===== config.mk =====
export PLATFORM = sky130hd
export DESIGN_NAME = slm_line_transmitter
export DESIGN_NICKNAME = d
export VERILOG_FILES = /design/src/rtl/slm_pkg.sv /design/src/rtl/slm_tx_pipe.sv /design/src/rtl/slm_line_transmitter.sv
export SDC_FILE = /design/constraint.sdc
export NUM_CORES = 1
export LEC_CHECK = 0
export ABC_AREA = 1
export ABC_CLOCK_PERIOD_IN_PS = 2700
export BUFFER_PORTS_ARGS = -buffer_cell sky130_fd_sc_hd__buf_2
export CAP_MARGIN = 20
export CORE_AREA = 2 2 82 84
export CTS_CLUSTER_DIAMETER = 80
export DETAILED_ROUTE_END_ITERATION = 12
export DIE_AREA = 0 0 84 86
export PLACE_DENSITY = 0.74
export SYNTH_ARGS = -nofsm -noshare
export SYNTH_HDL_FRONTEND = slang
export SYNTH_HIERARCHICAL = 1
export SYNTH_SLANG_ARGS = --single-unit

===== constraint.sdc =====
create_clock -name fpga_clk -period 2.7 [get_ports fpga_clk]
set_clock_uncertainty 0.15 [all_clocks]
set_input_delay 0.405 -clock fpga_clk [delete_from_list [all_inputs] [get_ports fpga_clk]]
set_output_delay 0.405 -clock fpga_clk [all_outputs]
set_load 0.005 [all_outputs]

===== src/rtl/slm_pkg.sv =====
// Shared SLM line-transmitter types and default geometry, also used by timing_controller.
package slm_pkg;

   localparam int DATA_W          = 32;
   localparam int WORDS_PER_LINE  = 40;
   localparam int LINES_PER_FRAME = 1024;
   localparam int ROW_W           = 10;

   typedef enum logic [1:0] {
      IDLE,
      READ,
      DRAIN,
      DONE
   } state_t;

endpackage


===== src/rtl/slm_tx_pipe.sv =====
// Two-stage read-data pipeline: FIFO read strobe -> registered FIFO data -> SLM bus,
// applying the per-line invert and carrying the line-start tag alongside valid.
module slm_tx_pipe #(
   parameter int DATA_W = 32
) (
   input  logic              fpga_clk,
   input  logic              reset_all,
   input  logic              flush,
   input  logic              rd_en,
   input  logic              first,
   input  logic              inv,
   input  logic [DATA_W-1:0] rd_data,
   output logic [DATA_W-1:0] slm_data,
   output logic              slm_data_en,
   output logic              slm_line_start
);

   logic s1_valid;
   logic s1_first;
   logic s1_inv;

   // NOTE: sequential state uses non-blocking assignments only, so every flop samples pre-edge values.
   always_ff @(posedge fpga_clk or posedge reset_all) begin
      if (reset_all) begin
         s1_valid       <= 1'b0;
         s1_first       <= 1'b0;
         s1_inv         <= 1'b0;
         slm_data       <= '0;
         slm_data_en    <= 1'b0;
         slm_line_start <= 1'b0;
      end else if (flush) begin
         s1_valid       <= 1'b0;
         s1_first       <= 1'b0;
         slm_data_en    <= 1'b0;
         slm_line_start <= 1'b0;
      end else begin
         s1_valid       <= rd_en;
         s1_first       <= rd_en & first;
         s1_inv         <= inv;
         slm_data_en    <= s1_valid;
         slm_line_start <= s1_valid & s1_first;
         // FIFO data is valid one cycle after the strobe; the bus holds its last word otherwise.
         if (s1_valid) begin
            slm_data <= rd_data ^ {DATA_W{s1_inv}};
         end
      end
   end

endmodule


===== src/rtl/slm_line_transmitter.sv =====
// Line consumer between the dc32 FIFO and the SLM pads. Define SLM_TX_UNDERFLOW_CNT_EN
// to add the saturating underflow_cnt output (cycles spent in READ with the FIFO empty).
module slm_line_transmitter
   import slm_pkg::*;
#(
   parameter int DATA_W          = slm_pkg::DATA_W,
   parameter int WORDS_PER_LINE  = slm_pkg::WORDS_PER_LINE,
   parameter int LINES_PER_FRAME = slm_pkg::LINES_PER_FRAME,
   parameter int ROW_W           = slm_pkg::ROW_W
) (
   input  logic              fpga_clk,
   input  logic              reset_all,
   input  logic              reset_per_frame,
   input  logic              line_of_data_available,
   input  logic              invert,
   input  logic [DATA_W-1:0] fifo_rd_data,
   input  logic              fifo_empty,
   output logic              fifo_rd_en,
   output logic [DATA_W-1:0] slm_data,
   output logic              slm_data_en,
   output logic [ROW_W-1:0]  slm_row_addr,
   output logic              slm_line_start,
   output logic              line_done,
   output logic              frame_done,
   output logic              busy
`ifdef SLM_TX_UNDERFLOW_CNT_EN
   ,
   output logic [15:0]       underflow_cnt
`endif
);

   localparam int WCNT_W = $clog2(WORDS_PER_LINE + 1);
   localparam logic [WCNT_W-1:0] LAST_WORD = WCNT_W'(WORDS_PER_LINE - 1);
   localparam logic [ROW_W-1:0]  LAST_ROW  = ROW_W'(LINES_PER_FRAME - 1);

   state_t            state;
   logic [WCNT_W-1:0] word_cnt;
   logic [ROW_W-1:0]  row;
   logic              inv_q;
   logic              drain_cnt;

   // A frame restart suppresses the read issued in the same cycle, so nothing is lost mid-flight.
   assign fifo_rd_en   = (state == READ) && !fifo_empty && !reset_per_frame;
   assign busy         = (state != IDLE);
   assign slm_row_addr = row;

   always_ff @(posedge fpga_clk or posedge reset_all) begin
      if (reset_all) begin
         state      <= IDLE;
         word_cnt   <= '0;
         row        <= '0;
         inv_q      <= 1'b0;
         drain_cnt  <= 1'b0;
         line_done  <= 1'b0;
         frame_done <= 1'b0;
      end else begin
         line_done  <= 1'b0;
         frame_done <= 1'b0;
         if (reset_per_frame) begin
            state     <= IDLE;
            word_cnt  <= '0;
            row       <= '0;
            drain_cnt <= 1'b0;
         end else begin
            case (state)
               IDLE: begin
                  if (line_of_data_available) begin
                     inv_q    <= invert;
                     word_cnt <= '0;
                     state    <= READ;
                  end
               end
               READ: begin
                  if (fifo_rd_en) begin
                     word_cnt <= word_cnt + 1'b1;
                     if (word_cnt == LAST_WORD) begin
                        drain_cnt <= 1'b0;
                        state     <= DRAIN;
                     end
                  end
               end
               // Two cycles here cover the pipeline latency of the last read.
               DRAIN: begin
                  if (drain_cnt) begin
                     line_done  <= 1'b1;
                     frame_done <= (row == LAST_ROW);
                     state      <= DONE;
                  end else begin
                     drain_cnt <= 1'b1;
                  end
               end
               DONE: begin
                  row   <= (row == LAST_ROW) ? '0 : row + 1'b1;
                  state <= IDLE;
               end
               default: state <= IDLE;
            endcase
         end
      end
   end

   slm_tx_pipe #(
      .DATA_W(DATA_W)
   ) u_pipe (
      .fpga_clk       (fpga_clk),
      .reset_all      (reset_all),
      .flush          (reset_per_frame),
      .rd_en          (fifo_rd_en),
      .first          (word_cnt == '0),
      .inv            (inv_q),
      .rd_data        (fifo_rd_data),
      .slm_data       (slm_data),
      .slm_data_en    (slm_data_en),
      .slm_line_start (slm_line_start)
   );

`ifdef SLM_TX_UNDERFLOW_CNT_EN
   // Diagnostic counter survives frame restarts; only the global reset clears it.
   always_ff @(posedge fpga_clk or posedge reset_all) begin
      if (reset_all) begin
         underflow_cnt <= '0;
      end else if ((state == READ) && fifo_empty && (underflow_cnt != 16'hFFFF)) begin
         underflow_cnt <= underflow_cnt + 16'd1;
      end
   end
`endif

endmodule


Word level (Yosys, flattened, before mapping). Index checks and enable logic that the tools add are counted.

Bits in registers: 59. Input bits: 38. Output and inout bits: 48. Logic and storage cells: 70.

Add/sub/neg operators: 2. Equality and inequality tests: 9. Muxes and demuxes: 27. Bitwise logic cells: 4. Reduce and logical (&&, ||, !) cells: 15.

Operator list (number): $xor 32x32->32 (1); $mux 10 (3); $mux 6 (3); $mux 1 (13); $pmux 6 s2 (1); $add 10x1->10 const B (1); $eq 10x10->1 const B (1); $mux 2 (5); $reduce_and 3->1 (3); $pmux 2 s4 (1); $add 6x1->6 const B (1); $eq 6x6->1 const B (1); $logic_not 6->1 (1); $ne 3x2->1 const B (2); $ne 3x3->1 const B (2); $reduce_bool 3->1 (2); $eq 2x2->1 const B (2); $reduce_and 4->1 (1); $reduce_bool 2->1 (2); $and 1x1->1 (2); $eq 2x1->1 const B (1); $logic_and 1x1->1 (2); $logic_not 1->1 (2); $logic_not 2->1 (1); other kinds (3) (3).

Longest topological paths before layout.
Depth in word-level cells: 6. Mapped depth: 10. Depth with buffers taken out: 9.

Hierarchy. The synthesis kept the hierarchy.

By module, submodules not included: slm_tx_pipe (times used 1, cells each 255, area each 1849.3 µm²); slm_line_transmitter (times used 1, cells each 159, area each 1247.4 µm²).

Worst setup path after synthesis. No wires, ideal clock.

Kind: reg-to-output. Start point: reg state[1]. End point: out fifo_rd_en. Data arrival time: 1.125 ns. Required time: 2.145 ns. Path slack: 1.020 ns. Cell stages (with the launch flop): 7. Path buffers: 0. Cells stage by stage: dfrtp_1 -> inv_1 -> ha_1 -> inv_1 -> nor2_1 -> inv_1 -> nor2_1.

Cells in the longest elaborated chain, start to end: 3.

Ends and longest elaborated chain: from (decl) (RTL line slm_line_transmitter.sv:36) `state_t state;`; from (signal assigned) (RTL line slm_line_transmitter.sv:49) `state <= IDLE;`; from (signal assigned) (RTL line slm_line_transmitter.sv:60) `state <= IDLE;`; from (signal assigned) (RTL line slm_line_transmitter.sv:70) `state <= READ;`; $eq 2x1->1 (RTL line slm_line_transmitter.sv:43) `assign fifo_rd_en = (state == READ) && !fifo_empty && !reset_per_frame;`; $logic_and 1x1->1 (2 in series) (RTL line slm_line_transmitter.sv:43); to (decl) (RTL line slm_line_transmitter.sv:18) `output logic fifo_rd_en,`.

Every way passes these cells.

Worst setup path in the final report. Ends and elaborated chain as after synthesis.

==> results.ini <==
[run_status]
outcome = finished, final reports clean

[worst_setup_path]
cp.arrival_ns = 1.73
crit_required_ns = 2.14
r2r_setup_slack_ns = 0.87
r2r_end = word_cnt[3]
cp_max_fo = 4
ff2ff_path_depth = 7
cp-end-kind = output port
worstSetupStartpointType = flop
cp-startpoint = state[1]
critical_path_class = reg2out
reg2reg_from = state[0]

[global_route]
track_usage_pct = 20.5
met3_usage_pct = 4.52
grt_util_met1_pct = 25.9
grt_max_degree = 38
grt.busiest_layer = met2
antenna_found_initial = 0
grt_pass1_wl_mm = 12.0
grt_pass1_vias = 2770
use_met2_pct = 34.1
gr-total-overflow = 0

[drt]
num_vias = 2816
drtIter0Drc = 160
drc = 0
finalWirelength_mm = 6.80
wl_per_cell_um = 11.7
antenna_left = 0
drtPass1Iterations = 5
viasPerCell = 4.84

[timing]
worstMarginPinSlew_ns = 0.830
rsz0062_at_grt = no
fin_crit_ns = 2.29
fin_crit_sh_pct = 84.8
setup-violations-final = 0
slew_headroom_pct = 44.6
slew_violations = 0
tns_ns = 0
max_freq_mhz = 437
finalHoldViolCount = 0

[logic_synthesis]
avgSynthCellArea_um2 = 7.48
syn_inst = 414
ys_ff_latch = 59
yosysSeqAreaShare_pct = 47.7
synth_cell_types = 28
syn_nets = 459
yosys_warnings = 6
synthesis.area_mm2 = 0.00310

[floorplanning]
die_h_um = 86
initial_core_util_pct = 49.3
die_area_mm2 = 0.00722
die_x_um = 84
core_area_mm2 = 0.00628
rows = 29
num_io_pins = 86

[pwr]
power_frac_seq_pct = 42.2
ir_worst_vdd_v = 0.000386
p_leak_nw = 2.16
power.internal_w = 0.00206
clock_power_share_pct = 24.9
power.density_mw_per_mm2 = 855
combPwrFrac_pct = 33.0
sw_frac_of_total_pct = 35.3
power.switching_w = 0.00112

[placed_design]
dp_hpwl_mm = 4.76
gp_congestion = 0.854
dp.cells = 566
numPortBuffers = 85

[layout]
layout.cells.non_filler = 582
fin_util_pct = 59.4
n_antenna_cell = 0
syn2layout_area_growth_pct = 20.3
drive_gt1_share_pct = 22.6
finish.net_count = 545

[cts]
clkSinkCount = 59
htree_levels = 3
ctsResizeCount = 0
clk_pin_slew_worst_paths_ns = 0.07
cts_tree = built
clock_latency_ns = 0.33
cts_made_buffers = 9
cts_setup_buffers = 0
ctsHoldBuffers = 0
cts_root_buf = clkbuf_8
cts_buffer_depth = 2

[hold_path]
hold_path_class = in2async

[run]
maxCapViolCount = 0

## power groups by stage
| stage | clock [W] | combinational [W] | sequential (W) |
|---|---|---|---|
| global route | 0.000852 | 0.00122 | 0.00138 |
| CTS | 0.000814 | 0.00107 | 0.00134 |
| detailed placement | 0 | 0.00106 | 0.00136 |
| finish | 0.000791 | 0.00105 | 0.00134 |
| floorplan | 0 | 0.000657 | 0.00136 |
| global placement | 0 | 0.00103 | 0.00135 |
## sequential cells by signal, summed over array words and instances (netlist names), 2 cells and up
name and cells:
slm_row_addr 10, state 2, word_cnt 6, u_pipe/slm_data 32
## stage by stage
stage                     power [W]  area (µm²)  setup WS, ns  hold WS [ns]
final                       0.00318        3730         0.411        0.0260
after global routing        0.00345        3730         0.268        0.0947
after CTS                   0.00322        3730         0.424        0.0418
after detailed placement    0.00242        3530         0.795         0.314
after global placement      0.00238        3530         0.839         0.309
after floorplan             0.00202        3100          1.02         0.244
## cell usage after synthesis
cell | count | area (µm²)
nand2_1 | 163 | 612
inv_1 | 60 | 225
dfrtp_1 | 59 | 1480
nand3_1 | 47 | 235
nor2_1 | 26 | 97.6
o21ai_0 | 8 | 40.0
buf_6 | 7 | 78.8
ha_1 | 7 | 87.6
a21oi_1 | 5 | 25.0
xor2_1 | 5 | 43.8
buf_2 | 3 | 15.0
nor3_1 | 3 | 15.0
buf_4 | 2 | 15.0
clkbuf_1 | 2 | 7.51
inv_2 | 2 | 7.51
nand3_2 | 2 | 20.0
nor2_2 | 2 | 12.5
a21boi_1 | 1 | 7.51
mux2_2 | 1 | 11.3
nand2_2 | 1 | 6.26
nand3b_1 | 1 | 7.51
nand4_1 | 1 | 6.26
nor2_4 | 1 | 11.3
nor4_1 | 1 | 6.26
o21ai_1 | 1 | 5.00
o21bai_1 | 1 | 7.51
o31ai_1 | 1 | 7.51
or2_2 | 1 | 6.26
## how the worst max path moves through the flow
stage,to,slack (ns),cells after the start
2_1_floorplan,fifo_rd_en,1.02,6
3_3_place_gp,fifo_rd_en,0.84,7
3_5_place_dp,fifo_rd_en,0.79,7
4_1_cts,fifo_rd_en,0.42,7
5_1_grt,fifo_rd_en,0.27,7
6_report,fifo_rd_en,0.41,7
## metal layers
layer	vias up	routed length [µm]
met5	-	0
met4	0	142
met3	16	437
met2	87	3240
met1	1283	2980
li1	1430	-
## layout by cell type (no fill, tap or decap)
master / netlist / layout
nor2_2: 2 / 2
nand3_2: 2 / 2
clkinvlp_4: 0 / 1
clkbuf_8: 0 / 10
bufinv_16: 0 / 1
nor2_4: 1 / 1
o31ai_1: 1 / 1
clkinv_2: 0 / 3
buf_4: 2 / 4
o21ai_1: 1 / 1
buf_2: 3 / 85
nand4_1: 1 / 1
o21ai_0: 8 / 8
nand2_1: 163 / 163
xor2_1: 5 / 5
nor3_1: 3 / 3
dfrtp_1: 59 / 59
nor2_1: 26 / 26
nor4_1: 1 / 1
a21boi_1: 1 / 1
nand2_2: 1 / 1
ha_1: 7 / 7
clkbuf_1: 2 / 1
a21oi_1: 5 / 5
nand3b_1: 1 / 1
or2_2: 1 / 1
nand3_1: 47 / 47
inv_1: 60 / 60
o21bai_1: 1 / 1
mux2_2: 1 / 1
inv_2: 2 / 2
## critical path, cell delays in order (launching register included)
cell and delay [ns]:
dfrtp_1 0.41, inv_1 0.09, ha_1 0.22, inv_1 0.07, nor2_1 0.19, inv_1 0.08
nor2_1 0.18, buf_2 0.15
## kinds of logic (layout without fill, tap and decap cells)
kind of cell | count (synthesis) | count (layout) | share of synthesized area (%)
muxes | 1 | 1 | 0.364
xor gates and xnor gates | 5 | 5 | 1.41
buffers and inverters | 76 | 167 | 11.3
DFF | 59 | 59 | 47.7
and+or+nand+nor | 249 | 249 | 33.5
AOI/OAI and AO/OA | 17 | 17 | 2.99
adders and majority gates | 7 | 7 | 2.83
## layout make-up
| type | instances | area (µm²) |
|---|---|---|
| clock inverter | 5 | 52.6 |
| tap | 77 | 96.3 |
| inverter | 62 | 233 |
| sequential | 59 | 1480 |
| clock buffer | 11 | 141 |
| multi-input combinational | 279 | 1270 |
| fill | 571 | 2550 |
| timing repair buffer | 89 | 455 |
Note: power is estimated with default switching activity, not from simulation.
